## config.mk

```make
export PLATFORM = sky130hd
export DESIGN_NAME = gray_bcd_display_mux
export DESIGN_NICKNAME = d
export VERILOG_FILES = /design/src/rtl/gray_bcd_display_mux.sv
export SDC_FILE = /design/constraint.sdc
export NUM_CORES = 1
export LEC_CHECK = 0
export CORE_UTILIZATION = 50
export DETAILED_ROUTE_END_ITERATION = 10
export GPL_TIMING_DRIVEN = 0
export PLACE_DENSITY_LB_ADDON = 0.12
export SETUP_SLACK_MARGIN = 0.3
export SLEW_MARGIN = 20
export SYNTH_ARGS = -nofsm -noshare
export SYNTH_HDL_FRONTEND = slang
export SYNTH_SLANG_ARGS = --single-unit
```

## constraint.sdc

```tcl
create_clock -name clk -period 4.2 [get_ports clk]
set_clock_uncertainty 0.15 [all_clocks]
set_input_delay 0.84 -clock clk [delete_from_list [all_inputs] [get_ports clk]]
set_output_delay 0.84 -clock clk [all_outputs]
set_load 0.05 [all_outputs]
```

## src/rtl/gray_bcd_display_mux.sv

```systemverilog
// Gray-code switches -> binary LEDs, plus a time-multiplexed 7-segment display
// showing the value in decimal (double-dabble BCD) or hex, toggled by a debounced button.
`timescale 1ns/1ps
module gray_bcd_display_mux #(
    parameter int GRAY_W          = 4,
    parameter int NUM_DIGITS      = 2,
    parameter int REFRESH_DIV     = 50000,
    parameter int DEBOUNCE_CYCLES = 500000
) (
    input  logic                  clk,
    input  logic                  rst_n,
    input  logic [GRAY_W-1:0]     gray,
    input  logic                  btn,
    output logic [GRAY_W-1:0]     leds,
    output logic [GRAY_W-1:0]     binary,
    output logic                  mode,
    output logic [NUM_DIGITS-1:0] dig_en,
    output logic [6:0]            seg
);
    function automatic int decDigitsFor(input int w);
        int v;
        int n;
        v = (1 << w) - 1;
        n = 1;
        while (v >= 10) begin
            v = v / 10;
            n = n + 1;
        end
        return n;
    endfunction

    function automatic logic [31:0] pow10(input int n);
        logic [31:0] p;
        p = 32'd1;
        for (int i = 0; i < n; i++) p = p * 32'd10;
        return p;
    endfunction

    function automatic logic [6:0] segCode(input logic [3:0] n);
        logic [6:0] s;
        case (n)
            4'h0: s = 7'b1111110;
            4'h1: s = 7'b0110000;
            4'h2: s = 7'b1101101;
            4'h3: s = 7'b1111001;
            4'h4: s = 7'b0110011;
            4'h5: s = 7'b1011011;
            4'h6: s = 7'b1011111;
            4'h7: s = 7'b1110000;
            4'h8: s = 7'b1111111;
            4'h9: s = 7'b1111011;
            4'hA: s = 7'b1110111;
            4'hB: s = 7'b0011111;
            4'hC: s = 7'b1001110;
            4'hD: s = 7'b0111101;
            4'hE: s = 7'b1001111;
            default: s = 7'b1000111;
        endcase
        return s;
    endfunction

    localparam int BCD_D  = decDigitsFor(GRAY_W);
    localparam int BCD_W  = 4 * BCD_D;
    localparam int PAD_W  = 4 * NUM_DIGITS + 24;
    localparam logic [31:0] DEC_LIMIT = pow10(NUM_DIGITS);
    localparam int REF_W  = $clog2(REFRESH_DIV);
    localparam int DEB_W  = $clog2(DEBOUNCE_CYCLES);
    localparam int IDX_W  = (NUM_DIGITS > 1) ? $clog2(NUM_DIGITS) : 1;
    localparam int SCNT_W = $clog2(GRAY_W + 1);

    typedef enum logic [1:0] {IDLE, SHIFT, LOAD} convState_t;

    logic [GRAY_W-1:0]       graySync1, graySync2, grayBin;
    convState_t              convState;
    logic                    pending;
    logic [GRAY_W-1:0]       capVal, dispBin;
    logic [BCD_W+GRAY_W-1:0] dabble, dabbleAdj;
    logic [SCNT_W-1:0]       shiftCnt;
    logic [BCD_W-1:0]        dispBcd;
    logic                    overflow;
    logic [REF_W-1:0]        refCnt;
    logic [IDX_W-1:0]        digIdx;
    logic                    btnSync1, btnSync2, btnStable;
    logic [DEB_W-1:0]        debCnt;
    logic [PAD_W-1:0]        selPad, upper;
    logic [3:0]              nib;
    logic                    blank;
    logic [6:0]              segNext;

    assign leds = binary;

    // Each binary bit is the XOR of its Gray bit and every Gray bit above it.
    always_comb begin
        grayBin = '0;
        for (int i = 0; i < GRAY_W; i++) grayBin[i] = ^(graySync2 >> i);
    end

    always_ff @(posedge clk or negedge rst_n) begin
        if (!rst_n) begin
            graySync1 <= '0;
            graySync2 <= '0;
            binary    <= '0;
        end else begin
            graySync1 <= gray;
            graySync2 <= graySync1;
            binary    <= grayBin;
        end
    end

    always_comb begin
        dabbleAdj = dabble;
        for (int d = 0; d < BCD_D; d++)
            if (dabble[GRAY_W+4*d +: 4] >= 4'd5)
                dabbleAdj[GRAY_W+4*d +: 4] = dabble[GRAY_W+4*d +: 4] + 4'd3;
    end

    // capVal doubles as "last converted" so a steady input is converted only once.
    always_ff @(posedge clk or negedge rst_n) begin
        if (!rst_n) begin
            convState <= IDLE;
            pending   <= 1'b1;
            capVal    <= '0;
            dabble    <= '0;
            shiftCnt  <= '0;
            dispBin   <= '0;
            dispBcd   <= '0;
            overflow  <= 1'b0;
        end else begin
            case (convState)
                IDLE: begin
                    if (pending || (binary != capVal)) begin
                        capVal    <= binary;
                        pending   <= 1'b0;
                        dabble    <= {{BCD_W{1'b0}}, binary};
                        shiftCnt  <= '0;
                        convState <= SHIFT;
                    end
                end
                SHIFT: begin
                    dabble   <= dabbleAdj << 1;
                    shiftCnt <= shiftCnt + SCNT_W'(1);
                    if (shiftCnt == SCNT_W'(GRAY_W - 1)) convState <= LOAD;
                end
                LOAD: begin
                    dispBcd   <= dabble[GRAY_W +: BCD_W];
                    dispBin   <= capVal;
                    overflow  <= ({{(32-GRAY_W){1'b0}}, capVal} >= DEC_LIMIT);
                    convState <= IDLE;
                end
                default: convState <= IDLE;
            endcase
        end
    end

    // Blanking only looks at the digits actually present on the display.
    always_comb begin
        selPad  = mode ? PAD_W'(dispBin) : PAD_W'(dispBcd);
        nib     = selPad[4*digIdx +: 4];
        upper   = (selPad & PAD_W'({(4*NUM_DIGITS){1'b1}})) >> (4*digIdx);
        blank   = (digIdx != '0) && (upper == '0);
        if (!mode && overflow) segNext = 7'b0000001;
        else if (blank)        segNext = 7'b0000000;
        else                   segNext = segCode(nib);
    end

    always_ff @(posedge clk or negedge rst_n) begin
        if (!rst_n) begin
            refCnt <= '0;
            digIdx <= '0;
            dig_en <= '0;
            seg    <= '0;
        end else begin
            if (refCnt == REF_W'(REFRESH_DIV - 1)) begin
                refCnt <= '0;
                digIdx <= (digIdx == IDX_W'(NUM_DIGITS - 1)) ? '0 : digIdx + IDX_W'(1);
            end else begin
                refCnt <= refCnt + REF_W'(1);
            end
            dig_en <= NUM_DIGITS'(1) << digIdx;
            seg    <= segNext;
        end
    end

    // A new level is accepted after DEBOUNCE_CYCLES consecutive differing samples.
    always_ff @(posedge clk or negedge rst_n) begin
        if (!rst_n) begin
            btnSync1  <= 1'b0;
            btnSync2  <= 1'b0;
            btnStable <= 1'b0;
            debCnt    <= '0;
            mode      <= 1'b0;
        end else begin
            btnSync1 <= btn;
            btnSync2 <= btnSync1;
            if (btnSync2 != btnStable) begin
                if (debCnt == DEB_W'(DEBOUNCE_CYCLES - 1)) begin
                    btnStable <= btnSync2;
                    debCnt    <= '0;
                    if (btnSync2) mode <= ~mode;
                end else begin
                    debCnt <= debCnt + DEB_W'(1);
                end
            end else begin
                debCnt <= '0;
            end
        end
    end
endmodule
```

==> impl_metrics.toml, run 1 <==
[timing]
timing_max_transition_violations_final = 0
rsz0062_at_grt = "no"
final_period_utilization = 0.695
max_slew_margin = 0.531
setup-violations-final = 0
fin_tns_setup_ns = 0
highest_achievable_clock_rate_ghz = 0.343
max_slew.worst_pin.slew_ns = 0.700
layout_min_cycle_time_ns = 2.92
hold_viol = 0

[detailed_routing]
wirelength_um = 7390
postRouteAntennaNets = 0
via_count = 3012
wl_per_cell_um = 13.4
drt_first_pass_iters = 4
route.detailed.vias_per_inst = 5.45
post-route-drc-count = 0
drtIter0Drc = 124

[cells_and_area]
regArea_mm2 = 0.00238
post_route_cells_drive_above_1_share = 0.0960
fill_cells = 699
layout.cells.most_common = "sky130_fd_sc_hd__dfrtp_1"
layout.cells.most_common_list = "sky130_fd_sc_hd__dfrtp_1 (94), sky130_fd_sc_hd__nand2_1 (50), sky130_fd_sc_hd__nor2_1 (33)"
area_growth_syn_to_fin_pct = 13.3
design.final.nets = 465
post_layout_nonfiller_instances = 553
diodes = 0
multi_input_area_mm2 = 0.00189

[pwr]
leakage_nw = 2.26
vdd.ir_drop.worst_mv = 0.183
power.clock.fraction = 0.207
switching_share = 0.365
share_seq_of_total_power = 0.448
power.switching_w = 0.000989
comb_power_share = 0.346
power_density_mw_per_mm2 = 541
internal_power_w = 0.00172

[setup_path]
required_ns = 4.31
type_of_the_worst_setup_path = "reg2reg"
worstPathMaxFanout = 7
r2r_slack_ns = 1.28
crit_path_start_kind = "flip-flop"
cp.arrival_ns = 3.02
setup.worst_path.end_class = "flip-flop"

[synthesis]
postSynth.asyncResetShare = 1.00
synth_ff_type = "sky130_fd_sc_hd__dfrtp_1"
netlist_area_mm2 = 0.00442
synth.distinct_cells = 51
synth_area_per_cell_um2 = 10.9
synth-seq-area-share = 0.538
synth_enable_flop_cells = 0
synthCells = 407
synth.ff_latch_count = 95
synth.yosys.warnings = 0
synth_fp_nets = 429

[grt]
grt_antenna_before_repair = 0
grt_max_degree = 77
grt-ovfl-total = 0
first_global_vias = 2870
wire_length_of_the_first_global_routing_pass_um = 12900
groute.usage.overall = 0.183

[floorplanning]
boundaryPins = 25
floorplan.initialDensity = 0.527
die_area_mm2 = 0.00922
die_w_um = 96
core_mm2 = 0.00838
row_count = 33
die_y_um = 96

[cts]
cts-root-buf = "sky130_fd_sc_hd__clkbuf_8"
htree_levels = 3
max-clock-path-buffers = 2
numClockSinks = 95
postcts_resize_cnt = 0
number_of_buffers_created_by_cts = 9
clkSlewWorstSetupHoldPaths_ns = 0.10
clk_latency_ns = 0.36
tritoncts_clock_tree = "yes"
cts_hold_repair.buffers = 0
postCtsSetupRepairBufs = 0

[place]
finalWeightedCongestion = 0.812
place_hpwl_um = 5220
numPortBuffers = 24
placed_cell_count = 537

[worst_hold_path]
hold_class = "in2async"

[outcome]
result_of_the_run = "completed"

[flow_run]
cap_violations = 0
-- metal layers --
layer  vias to the layer above  track usage  wire length [um]
li1                       1493            -                 -
met1                      1477        0.252              3690
met2                        34        0.284              3400
met3                         8       0.0427               208
met4                         0       0.0634                97
met5                         -            0                 0
-- through the flow --
stage	instance area (um^2)	util	hold slack, ns	power (W)	setup WS (ns)
5_1_grt	5000	0.597	0.137	0.00291	1.16
6_report	5000	0.597	0.155	0.00271	1.28
2_1_floorplan	4420	-	0.181	0.00192	1.40
3_3_place_gp	4790	0.571	0.183	0.00215	-1.29
3_5_place_dp	4820	0.575	0.185	0.00217	1.34
4_1_cts	5000	0.597	0.141	0.00274	1.31
-- cell type report --
| type | instances | share of cell area |
|---|---|---|
| Sequential cell | 95 | 0.475 |
| Multi-Input combinational cell | 280 | 0.379 |
| Timing Repair Buffer | 25 | 0.0537 |
| Tap cell | 105 | 0.0263 |
| Clock buffer | 9 | 0.0248 |
| Buffer | 14 | 0.0155 |
| Inverter | 18 | 0.0135 |
| Clock inverter | 7 | 0.0125 |
-- critical path, cell delays in order, from the launching register on --
cell	delay (ns)
sky130_fd_sc_hd__dfrtp_1	0.38
sky130_fd_sc_hd__clkbuf_1	0.40
sky130_fd_sc_hd__mux2_2	0.40
sky130_fd_sc_hd__a22oi_1	0.58
sky130_fd_sc_hd__ha_1	0.28
sky130_fd_sc_hd__o211a_1	0.28
sky130_fd_sc_hd__nor2_1	0.06
sky130_fd_sc_hd__a211o_1	0.29
-- worst paths after layout --
kind / start / endpoint / cells past startpoint
setup / recovery: mode / seg[6] / 7
min in group clk: graySync1[0] / graySync2[0] / 0
hold / removal: rst_n / seg[5] / 1
setup reg to reg: mode / seg[6] / 7
max in group asynchronous: rst_n / dispBcd[1] / 2
hold reg to reg: graySync1[0] / graySync2[0] / 0
-- registers in the layout (all words and copies together), names as in the netlist, 2 cells and up --
| register | count |
|---|---|
| graySync2 | 4 |
| dabble | 12 |
| refCnt | 16 |
| dispBin | 4 |
| shiftCnt | 3 |
| capVal | 4 |
| debCnt | 19 |
| dig_en | 2 |
| graySync1 | 4 |
| dispBcd | 8 |
| binary | 4 |
| convState | 2 |
| seg | 7 |
-- cells in the mapped netlist (all sizes together), types with 6 or more instances --
| library cell | count | share of area |
|---|---|---|
| a21oi | 14 | 0.016 |
| mux2 | 11 | 0.028 |
| nand2 | 50 | 0.042 |
| buf | 8 | 0.012 |
| nand4 | 6 | 0.0085 |
| ha | 15 | 0.042 |
| nor3 | 10 | 0.012 |
| clkbuf | 6 | 0.0051 |
| xor2 | 18 | 0.036 |
| mux2i | 9 | 0.020 |
| nor2 | 33 | 0.028 |
| o21ai | 10 | 0.011 |
| nand3 | 13 | 0.015 |
| inv | 18 | 0.015 |
| dfrtp | 94 | 0.53 |
| xnor2 | 13 | 0.026 |
| a22o | 13 | 0.026 |
-- logic make-up (layout without fill, tap and decap cells) --
kind of cell    after synthesis  count (layout)  share of synthesized area
mux                          20              20                     0.0484
buf+inv                      32              73                     0.0328
compound gates               66              66                      0.110
simple gates                148             148                      0.167
fa+ha+maj                    15              15                     0.0425
xor+xnor                     31              31                     0.0615
flops                        95              95                      0.538
-- power groups by stage --
stage | clock, W | combinational (W) | sequential [W]
after floorplan | 0 | 0.000599 | 0.00132
after global placement | 0 | 0.000917 | 0.00123
after detailed placement | 0 | 0.000936 | 0.00123
after CTS | 0.000586 | 0.000943 | 0.00121
after global routing | 0.000620 | 0.00105 | 0.00124
final | 0.000560 | 0.000936 | 0.00121
Note: power is estimated with default switching activity, not from simulation.
==> run 2: changes to the inputs <==
clock period = 2.7 ns   (was 4.2 ns; I/O delays follow)
==> impl_metrics.toml, run 2 (synthesis gave the netlist of run 1 again) <==
[detailed_routing]
drt_first_pass_iters = 4
post-route-drc-count = 0
via_count = 3041
drtIter0Drc = 159
postRouteAntennaNets = 0
wirelength_um = 7830
route.detailed.vias_per_inst = 5.45
wl_per_cell_um = 14.0

[grt]
groute.usage.overall = 0.196
first_global_vias = 2940
grt_antenna_before_repair = 0
wire_length_of_the_first_global_routing_pass_um = 13600
grt-ovfl-total = 0
grt_max_degree = 52

[place]
postPlaceCellArea_mm2 = 0.00484
numPortBuffers = 24
finalWeightedCongestion = 0.840
place_hpwl_um = 5490

[floorplanning]
die_y_um = 96
floorplan.initialDensity = 0.527
die_area_mm2 = 0.00922
boundaryPins = 25
die_w_um = 96
core_mm2 = 0.00838
row_count = 33

[setup_path]
critical_path.reg2reg.endpoint = "debCnt[3]"
type_of_the_worst_setup_path = "reg2out"
crit_chain = "clkdlybuf4s50_1"
timing.critical_path.buf_inv = 1
r2r_slack_ns = 0.37
worst_path_dominant_cell_family = "buffers and inverters"
worst_path_max_delay_cell = "sky130_fd_sc_hd__clkdlybuf4s50_1"
worstPathMaxFanout = 5
crit_path_start_kind = "flip-flop"
worstReg2RegStart = "debCnt[9]"
worst-r2r-cell-count = 5
critPathMaxStageDelay_ns = 0.84
required_ns = 2.01
setup.worst_path.end_class = "output port"
cp.arrival_ns = 1.65

[cells_and_area]
layout.cells.most_common = "sky130_fd_sc_hd__dfrtp_1"
top_regs = "debCnt: 19 flops, refCnt: 16 flops, dabble: 12 flops"
diodes = 0
area_growth_syn_to_fin_pct = 15.3
layout.cells.most_common_list = "sky130_fd_sc_hd__dfrtp_1 (93), sky130_fd_sc_hd__nand2_1 (50), sky130_fd_sc_hd__nor2_1 (33)"
finalCoreUtilization = 0.608
largest_reg_flops = 19
regMostFlops = "debCnt"
design.final.nets = 470
post_route_cells_drive_above_1_share = 0.113
finalInstanceArea_mm2 = 0.00509
fill_cells = 723

[worst_hold_path]
hold_class = "reg2reg"
timing.hold.worst_endpoint = "graySync2[3]"
hold_path.startpoint = "graySync1[3]"
timing.hold.worst_path_depth = 0

[cts]
numClockSinks = 95
htree_levels = 3
number_of_buffers_created_by_cts = 9
clkSlewWorstSetupHoldPaths_ns = 0.09
clk_latency_ns = 0.36
max-clock-path-buffers = 2
cts-root-buf = "sky130_fd_sc_hd__clkbuf_8"
tritoncts_clock_tree = "yes"

[pwr]
power_density_mw_per_mm2 = 866
design_power_total_w = 0.00441
vdd.ir_drop.worst_mv = 0.411
leakage_nw = 2.31

[timing]
rsz0062_at_grt = "yes"
highest_achievable_clock_rate_ghz = 0.428
fin_tns_setup_ns = 0
setup-violations-final = 0
hold_viol = 0
max_slew.worst_pin.slew_ns = 0.702
max_slew_margin = 0.530
timing_max_transition_violations_final = 0
layout_min_cycle_time_ns = 2.34
final_period_utilization = 0.865

[outcome]
result_of_the_run = "completed"

[flow_run]
cap_violations = 0
==> run 2: cell types whose count changed in the layout (fill, tap and decap cells not counted), sizes merged <==
cell / delta
buf: +4
clkdlybuf4s50: -4
dlygate4sd2: +4
inv: -4
bufinv: +2
clkbuf: +1
clkinvlp: +1
dlygate4sd3: +1
==> run 2: metrics by stage <==
| stage | std cells | setup slack (ns) | hold slack, ns |
|---|---|---|---|
| 6_report | 558 | 0.365 | 0.206 |
| 5_1_grt | 558 | 0.298 | 0.217 |
| 4_1_cts | 556 | 0.345 | 0.208 |
| 3_5_place_dp | 537 | 0.256 | 0.188 |
| 3_3_place_gp | 536 | -2.85 | 0.184 |
| 2_1_floorplan | 407 | 0.308 | 0.0944 |
==> run 2: metal layers <==
layer | track usage | routed length (um) | vias to the layer above
li1 | - | - | 1499
met5 | 0 | 0 | -
met1 | 0.265 | 3750 | 1487
met2 | 0.311 | 3740 | 43
met4 | 0.0871 | 131 | 0
met3 | 0.0308 | 201 | 12
==> run 2: power breakdown <==
group | internal (W) | leakage (nW) | switching, W
combinational | 0.000662 | 0.997 | 0.000849
sequential | 0.00169 | 1.21 | 0.000201
clock | 0.000519 | 0.102 | 0.000489
total | 0.00287 | 2.31 | 0.00154
==> run 2: how the worst max path moves through the flow <==
stage                         start  depth (start not counted)  slack, ns   endpoint
after detailed placement       mode                          7       0.26     seg[6]
after global routing           mode                          7       0.30     seg[0]
final                     binary[0]                          1       0.36  binary[0]
after CTS                 binary[0]                          1       0.34  binary[0]
after global placement        rst_n                          1      -2.85       mode
after floorplan                mode                          7       0.31     seg[0]
==> run 2: final cells by class <==
type | count | area, um^2 | area share
buffer | 14 | 87.6 | 0.0172
clock buffer | 10 | 128 | 0.0251
clock inverter | 6 | 85.1 | 0.0167
inverter | 18 | 67.6 | 0.0133
multi-input combinational | 280 | 1910 | 0.375
sequential | 95 | 2380 | 0.467
tap | 105 | 131 | 0.0258
timing repair buffer | 30 | 304 | 0.0597
==> run 2: repair_timing <==
item | CTS | global route
gates resized for setup | 4 | 1
hold endpoints to repair | 44 | 0
setup buffers | 2 | 2
pin swaps | 1 | 2
hold buffers | 1 | 0
setup endpoints to repair | 6 | 4
gates cloned | 0 | 0
==> run 2: worst register-to-register path: stages (launching register included) <==
cell                       delay [ns]
sky130_fd_sc_hd__dfrtp_1         0.45
sky130_fd_sc_hd__or4b_1          0.52
sky130_fd_sc_hd__or4_4           0.58
sky130_fd_sc_hd__o21bai_4        0.27
sky130_fd_sc_hd__buf_6           0.19
sky130_fd_sc_hd__nor2_1          0.06
